### config.mk
export PLATFORM = sky130hd
export DESIGN_NAME = fetch_unit
export DESIGN_NICKNAME = d
export VERILOG_FILES = /design/src/rtl/fetch_unit.sv
export SDC_FILE = /design/constraint.sdc
export NUM_CORES = 1
export LEC_CHECK = 0
export CORE_AREA = 2 2 281 283
export DETAILED_ROUTE_END_ITERATION = 6
export DIE_AREA = 0 0 283 285
export GPL_ROUTABILITY_DRIVEN = 0
export RECOVER_POWER = 100
export SLEW_MARGIN = 10
export SYNTH_ARGS = -nofsm -noshare
export SYNTH_HDL_FRONTEND = slang
export SYNTH_SLANG_ARGS = --single-unit
### constraint.sdc
create_clock -name clk -period 5.5 [get_ports clk]
set_input_delay 0.55 -clock clk [delete_from_list [all_inputs] [get_ports clk]]
set_output_delay 0.55 -clock clk [all_outputs]
set_load 0.01 [all_outputs]
### src/rtl/fetch_unit.sv
// fetch_unit: instruction-fetch front end feeding the IF register.
//   Issues 8-byte-aligned requests to instruction memory, splits each 64-bit
//   response into two 32-bit slots in a FIFO, and presents the two oldest
//   slots per cycle. A flush retargets fetch and discards buffered and
//   in-flight data.
// Ports:
//   clk, rst           clock, asynchronous active-high reset
//   flush, flush_pc    redirect request and target (bits [1:0] ignored)
//   instruction[0:1]   FIFO head and head+1 (zero when not valid)
//   instr_valid[1:0]   slot valid flags; valid slots are consumed the same cycle
//   out_pc             PC of instruction[0]
//   imem_req/addr      fetch request and 8-byte-aligned address
//   imem_ready         memory accepts request this cycle
//   imem_rvalid/rdata  in-order response; [31:0] @addr, [63:32] @addr+4
module fetch_unit #(
    parameter int unsigned QUEUE_DEPTH     = 8,
    parameter int unsigned MAX_OUTSTANDING = 2,
    parameter logic [31:0] RESET_PC        = 32'h8000_0000
) (
    input  logic        clk,
    input  logic        rst,
    input  logic        flush,
    input  logic [31:0] flush_pc,
    output logic [31:0] instruction [0:1],
    output logic [1:0]  instr_valid,
    output logic [31:0] out_pc,
    output logic        imem_req,
    output logic [31:0] imem_addr,
    input  logic        imem_ready,
    input  logic        imem_rvalid,
    input  logic [63:0] imem_rdata
);

    localparam int unsigned PtrW = $clog2(QUEUE_DEPTH);
    localparam int unsigned CntW = PtrW + 1;
    localparam int unsigned OutW = $clog2(MAX_OUTSTANDING + 1);

    typedef enum logic {StRun, StDrain} state_e;

    state_e            state_q, state_d;
    logic [31:0]       mem_q [QUEUE_DEPTH];
    logic [PtrW-1:0]   rd_ptr_q, rd_ptr_d, wr_ptr_q, wr_ptr_d, rd_ptr1, wr_ptr1;
    logic [CntW-1:0]   count_q, count_d, pop_cnt, push_cnt;
    logic [OutW-1:0]   inflight_q, inflight_d, drop_q, drop_d;
    logic [31:0]       fetch_pc_q, fetch_pc_d, out_pc_q, out_pc_d;
    logic              skip_low_q, skip_low_d;
    logic [31:0]       credit_need;
    logic              accept, resp_keep, push_lo, push_hi;

    // Address bits [1:0] carry no information.
    logic unused_flush_pc;
    assign unused_flush_pc = ^flush_pc[1:0];

    // Credit check reserves two slots per in-flight request so a response
    // always fits; the request is also held off while reset is asserted.
    always_comb begin
        credit_need = 32'(count_q) + (32'(inflight_q) << 1) + 32'd2;
        imem_req    = !rst && (state_q == StRun) && !flush
                      && (32'(inflight_q) < MAX_OUTSTANDING)
                      && (credit_need <= QUEUE_DEPTH);
        imem_addr   = fetch_pc_q;
        accept      = imem_req && imem_ready;
    end

    // Output view of the FIFO head; nothing is offered in a flush cycle.
    always_comb begin
        rd_ptr1        = rd_ptr_q + PtrW'(1);
        instr_valid[0] = !flush && (count_q != '0);
        instr_valid[1] = !flush && (count_q >= CntW'(2));
        instruction[0] = instr_valid[0] ? mem_q[rd_ptr_q] : '0;
        instruction[1] = instr_valid[1] ? mem_q[rd_ptr1] : '0;
        out_pc         = out_pc_q;
        pop_cnt        = CntW'(instr_valid[0]) + CntW'(instr_valid[1]);
    end

    // Responses during a flush or while draining stale requests are dropped.
    always_comb begin
        wr_ptr1   = wr_ptr_q + PtrW'(1);
        resp_keep = imem_rvalid && !flush && (drop_q == '0);
        push_hi   = resp_keep;
        push_lo   = resp_keep && !skip_low_q;
        push_cnt  = push_lo ? CntW'(2) : (push_hi ? CntW'(1) : '0);
    end

    always_comb begin
        state_d    = state_q;
        rd_ptr_d   = rd_ptr_q + PtrW'(pop_cnt);
        wr_ptr_d   = wr_ptr_q + PtrW'(push_cnt);
        count_d    = count_q - pop_cnt + push_cnt;
        inflight_d = inflight_q;
        drop_d     = drop_q;
        fetch_pc_d = fetch_pc_q;
        skip_low_d = skip_low_q;
        out_pc_d   = out_pc_q + (32'(pop_cnt) << 2);

        if (accept && !imem_rvalid) begin
            inflight_d = inflight_q + OutW'(1);
        end else if (!accept && imem_rvalid) begin
            inflight_d = inflight_q - OutW'(1);
        end

        if (imem_rvalid && (drop_q != '0)) begin
            drop_d = drop_q - OutW'(1);
        end
        if (accept) begin
            fetch_pc_d = fetch_pc_q + 32'd8;
        end
        if (resp_keep) begin
            skip_low_d = 1'b0;
        end

        if (flush) begin
            rd_ptr_d   = '0;
            wr_ptr_d   = '0;
            count_d    = '0;
            // No accept can happen in a flush cycle, so this is the
            // in-flight count left once this cycle's response retires.
            drop_d     = imem_rvalid ? inflight_q - OutW'(1) : inflight_q;
            fetch_pc_d = {flush_pc[31:3], 3'b000};
            skip_low_d = flush_pc[2];
            out_pc_d   = {flush_pc[31:2], 2'b00};
            state_d    = (drop_d != '0) ? StDrain : StRun;
        end else if ((state_q == StDrain) && (drop_d == '0)) begin
            state_d = StRun;
        end
    end

    always_ff @(posedge clk or posedge rst) begin
        if (rst) begin
            state_q    <= StRun;
            rd_ptr_q   <= '0;
            wr_ptr_q   <= '0;
            count_q    <= '0;
            inflight_q <= '0;
            drop_q     <= '0;
            fetch_pc_q <= RESET_PC;
            skip_low_q <= 1'b0;
            out_pc_q   <= RESET_PC;
        end else begin
            state_q    <= state_d;
            rd_ptr_q   <= rd_ptr_d;
            wr_ptr_q   <= wr_ptr_d;
            count_q    <= count_d;
            inflight_q <= inflight_d;
            drop_q     <= drop_d;
            fetch_pc_q <= fetch_pc_d;
            skip_low_q <= skip_low_d;
            out_pc_q   <= out_pc_d;
        end
    end

    // Storage needs no reset: slots are only visible once written.
    always_ff @(posedge clk) begin
        if (push_lo) begin
            mem_q[wr_ptr_q] <= imem_rdata[31:0];
            mem_q[wr_ptr1]  <= imem_rdata[63:32];
        end else if (push_hi) begin
            mem_q[wr_ptr_q] <= imem_rdata[63:32];
        end
    end

endmodule

==> results.md <==
- Largest net degree at the start of global routing: 130
- Setup Buffers After CTS: 0
- Area grow syn2layout: 25.3%
- Reg area: 9580 sq um
- Routed wire length: 64700 um
- Fin. Hold Viols: 0
- Slew Limit Fails: 410
- Number of enable flip-flop cells after synthesis: 256
- Syn Area/Cell: 14.0 sq um
- Worst skew pair latency: 560 ps
- Max Buffers Root-to-Sink: 3
- Vias/cell: 4.98
- Share of flip-flops with an asynchronous set or reset: 22.7%
- Num CTS Buffers: 42
- Worst Hold Slack: 404 ps
- Failing checks: capacitance limit, slew limit
- Die width: 283 um
- Fin crit share: 88.0%
- H-tree depth: 2
- Share of the synthesized area in the top cell type: 39.9%
- CTS tree: built
- Post-route setup TNS: 0 ps
- Register area share after synthesis: 49.6%
- Net Sw Frac: 34.1%
- Most frequent cells in the layout: 259 x mux2_2, 256 x edfxtp_1, 128 x mux4_2, 116 x nand2_1, 112 x clkdlybuf4s50_1
- Clock network power share: 27.5%
- Met2 WL: 32400 um
- Slew headroom: -121%
- Sw Pwr: 0.00336 W
- Final Instance Area: 24200 sq um
- RSZ-0062 raised after global routing: false
- Setup violations, final: 0
- Routed vias: 13300
- Max Cap Viol: 14
- Initial Util: 24.7%
- P per Cell Area: 408 nW/um^2
- Overall power: 0.00985 W
- Worst Path Max Fanout: 35
- Critical path data arrival time: 4290 ps
- CP startpoint kind: register
- CP required: 4950 ps
- Multi-input combinational cell area: 9390 sq um
- Gate power share: 40.6%
- Wirelength per Cell: 24.2 um
- DRC viols: 0
- Root Buffer Master: clkbuf_16
- Top sig layer: met5
- Post-place instance area: 23000 sq um
- Global-route usage over all layers: 15.8%
- DR pass1 iterations: 7
- # IOs: 232
- Port bufs: 224
- Cell taking the most area after synthesis: edfxtp_1
- Die area: 80700 sq um
- Top_reg_cell synth: edfxtp_1
- Core ar.: 78000 sq um
- FP Rows: 103
- Hold-fix buffers, CTS: 0
- Met3 routed WL: 3440 um
- Slew @ Worst Pin: 3310 ps
- Commonest non-fill, non-tap cell in the layout: mux2_2
- Post-Syn Instances: 1381
- Total internal power: 0.00649 W
- Seq pwr share: 31.9%
- Static leakage: 8.14 nW
- Clock sink count: 331
- Fin crit period: 4840 ps
- CP endpoint kind: output pin
- Status: finished with violations
- Skew final: 25.0 ps
- Layout fillers: 7745
- Hpwl dp: 38400 um
- First-pass GRT wire length: 95600 um
- WS Path Type: register to output pin
- Nets: 1715
- Hold Crit Class: input pin to register
- Vias in the first global route: 14200
- DRT antenna net count: 0
- Post-cts gate resize count: 0
- Initial antenna violation count: 4
- Ys Warns: 0
- Top cells by area, synth: edfxtp_1 40%, mux2_2 15%, mux4_2 15%
- #FFs+latches synth: 331
- Clock transition at path regs: 50 ps
- Iter 0 DRT Violations: 953
- VDD IR max: 0.273 mV
- Synth Cell Area: 19300 sq um
- M1 WL: 27500 um
- Layout cells sized above 1: 31.0%
- Die Y: 285 um
- Grt ovf: 0
- Synth cell types: 67
- F_max: 0.207 GHz
[cell families after synthesis]
kind of cell             synth area share, %
XOR/XNOR                                2.27
multiplexers                            31.9
other                                 0.0194
AO/OA/AOI/OAI                           4.66
flip-flops                              49.6
AND/OR/NAND/NOR                         7.13
adder cells (fa/ha/maj)                 1.67
buffers and inverters                   2.70
[area by class of cell]
type / instances / share of cell area [%]
repair buffers: 256 / 10.2
clock inverters: 21 / 0.673
inverters: 20 / 0.311
multi-input cells: 939 / 38.9
diodes: 3 / 0.0311
well taps: 1050 / 5.44
clock buffers: 56 / 4.87
flip-flops and latches: 331 / 39.6
[final timing paths]
kind,to,cells after the start,slack (ps),startpoint
max,instruction[53],5,660,rd_ptr_q[1]
min,wr_ptr_q[2],2,400,flush
max reg2reg,mem_q[3][0],8,680,drop_q[0]
min reg2reg,inflight_q[0],1,560,inflight_q[0]
max in group asynchronous,out_pc[13],3,1280,rst
min in group asynchronous,imem_addr[3],2,620,rst
[worst max-delay path: stages, from the launching register on]
cell           delay [ps]
dfrtp_2              1060
clkbuf_2             1100
mux4_2                430
mux2i_1                80
nor2_1                250
dlygate4sd3_1         690
[sequential cells by signal, indices dropped and copies added, names as in the netlist]
| name | cells |
|---|---|
| rd_ptr_q | 3 |
| out_pc | 30 |
| count_q | 4 |
| mem_q | 256 |
| state_q | 1 |
| imem_addr | 29 |
| inflight_q | 2 |
| drop_q | 2 |
| skip_low_q | 1 |
| wr_ptr_q | 3 |
[power by group through the flow]
| stage | registers [W] | logic, W | clock network [W] |
|---|---|---|---|
| floorplan | 0.00307 | 0.00263 | 0 |
| global placement | 0.00319 | 0.00411 | 0 |
| detailed placement | 0.00320 | 0.00415 | 0 |
| CTS | 0.00315 | 0.00418 | 0.00278 |
| global route | 0.00317 | 0.00434 | 0.00287 |
| finish | 0.00315 | 0.00400 | 0.00271 |
[cell usage after synthesis, types with 3 or more instances]
| cell type | instances |
|---|---|
| a21boi_0 | 5 |
| a21boi_1 | 3 |
| a21o_1 | 3 |
| a21oi_1 | 57 |
| a31oi_1 | 8 |
| and2_1 | 3 |
| and3_1 | 6 |
| buf_1 | 5 |
| buf_2 | 47 |
| buf_4 | 6 |
| clkbuf_1 | 36 |
| dfrtp_1 | 73 |
| edfxtp_1 | 256 |
| fa_1 | 3 |
| ha_1 | 21 |
| inv_1 | 17 |
| inv_2 | 3 |
| mux2_2 | 259 |
| mux2i_1 | 34 |
| mux4_2 | 128 |
| nand2_1 | 116 |
| nand2b_1 | 7 |
| nand3_1 | 27 |
| nand4_1 | 16 |
| nor2_1 | 67 |
| nor2b_1 | 7 |
| nor3_1 | 7 |
| nor4_1 | 6 |
| o211ai_1 | 3 |
| o21a_1 | 4 |
| o21ai_0 | 38 |
| o22ai_1 | 6 |
| o311ai_1 | 10 |
| or4_1 | 3 |
| xnor2_1 | 28 |
| xor2_1 | 22 |
[per-stage QoR]
stage,cells,setup slack [ps],util [%]
global route,2676,471,31.0
finish,2676,657,31.0
global placement,2596,1490,29.4
detailed placement,2596,1470,29.4
floorplan,1385,1540,-
CTS,2673,926,31.2
[metal layers]
metal	track usage (%)	vias to the layer above
li1	-	5821
met1	20.4	7021
met2	27.4	380
met3	2.86	93
met4	4.02	2
met5	0	-
Power figures use the tool's default switching activity.
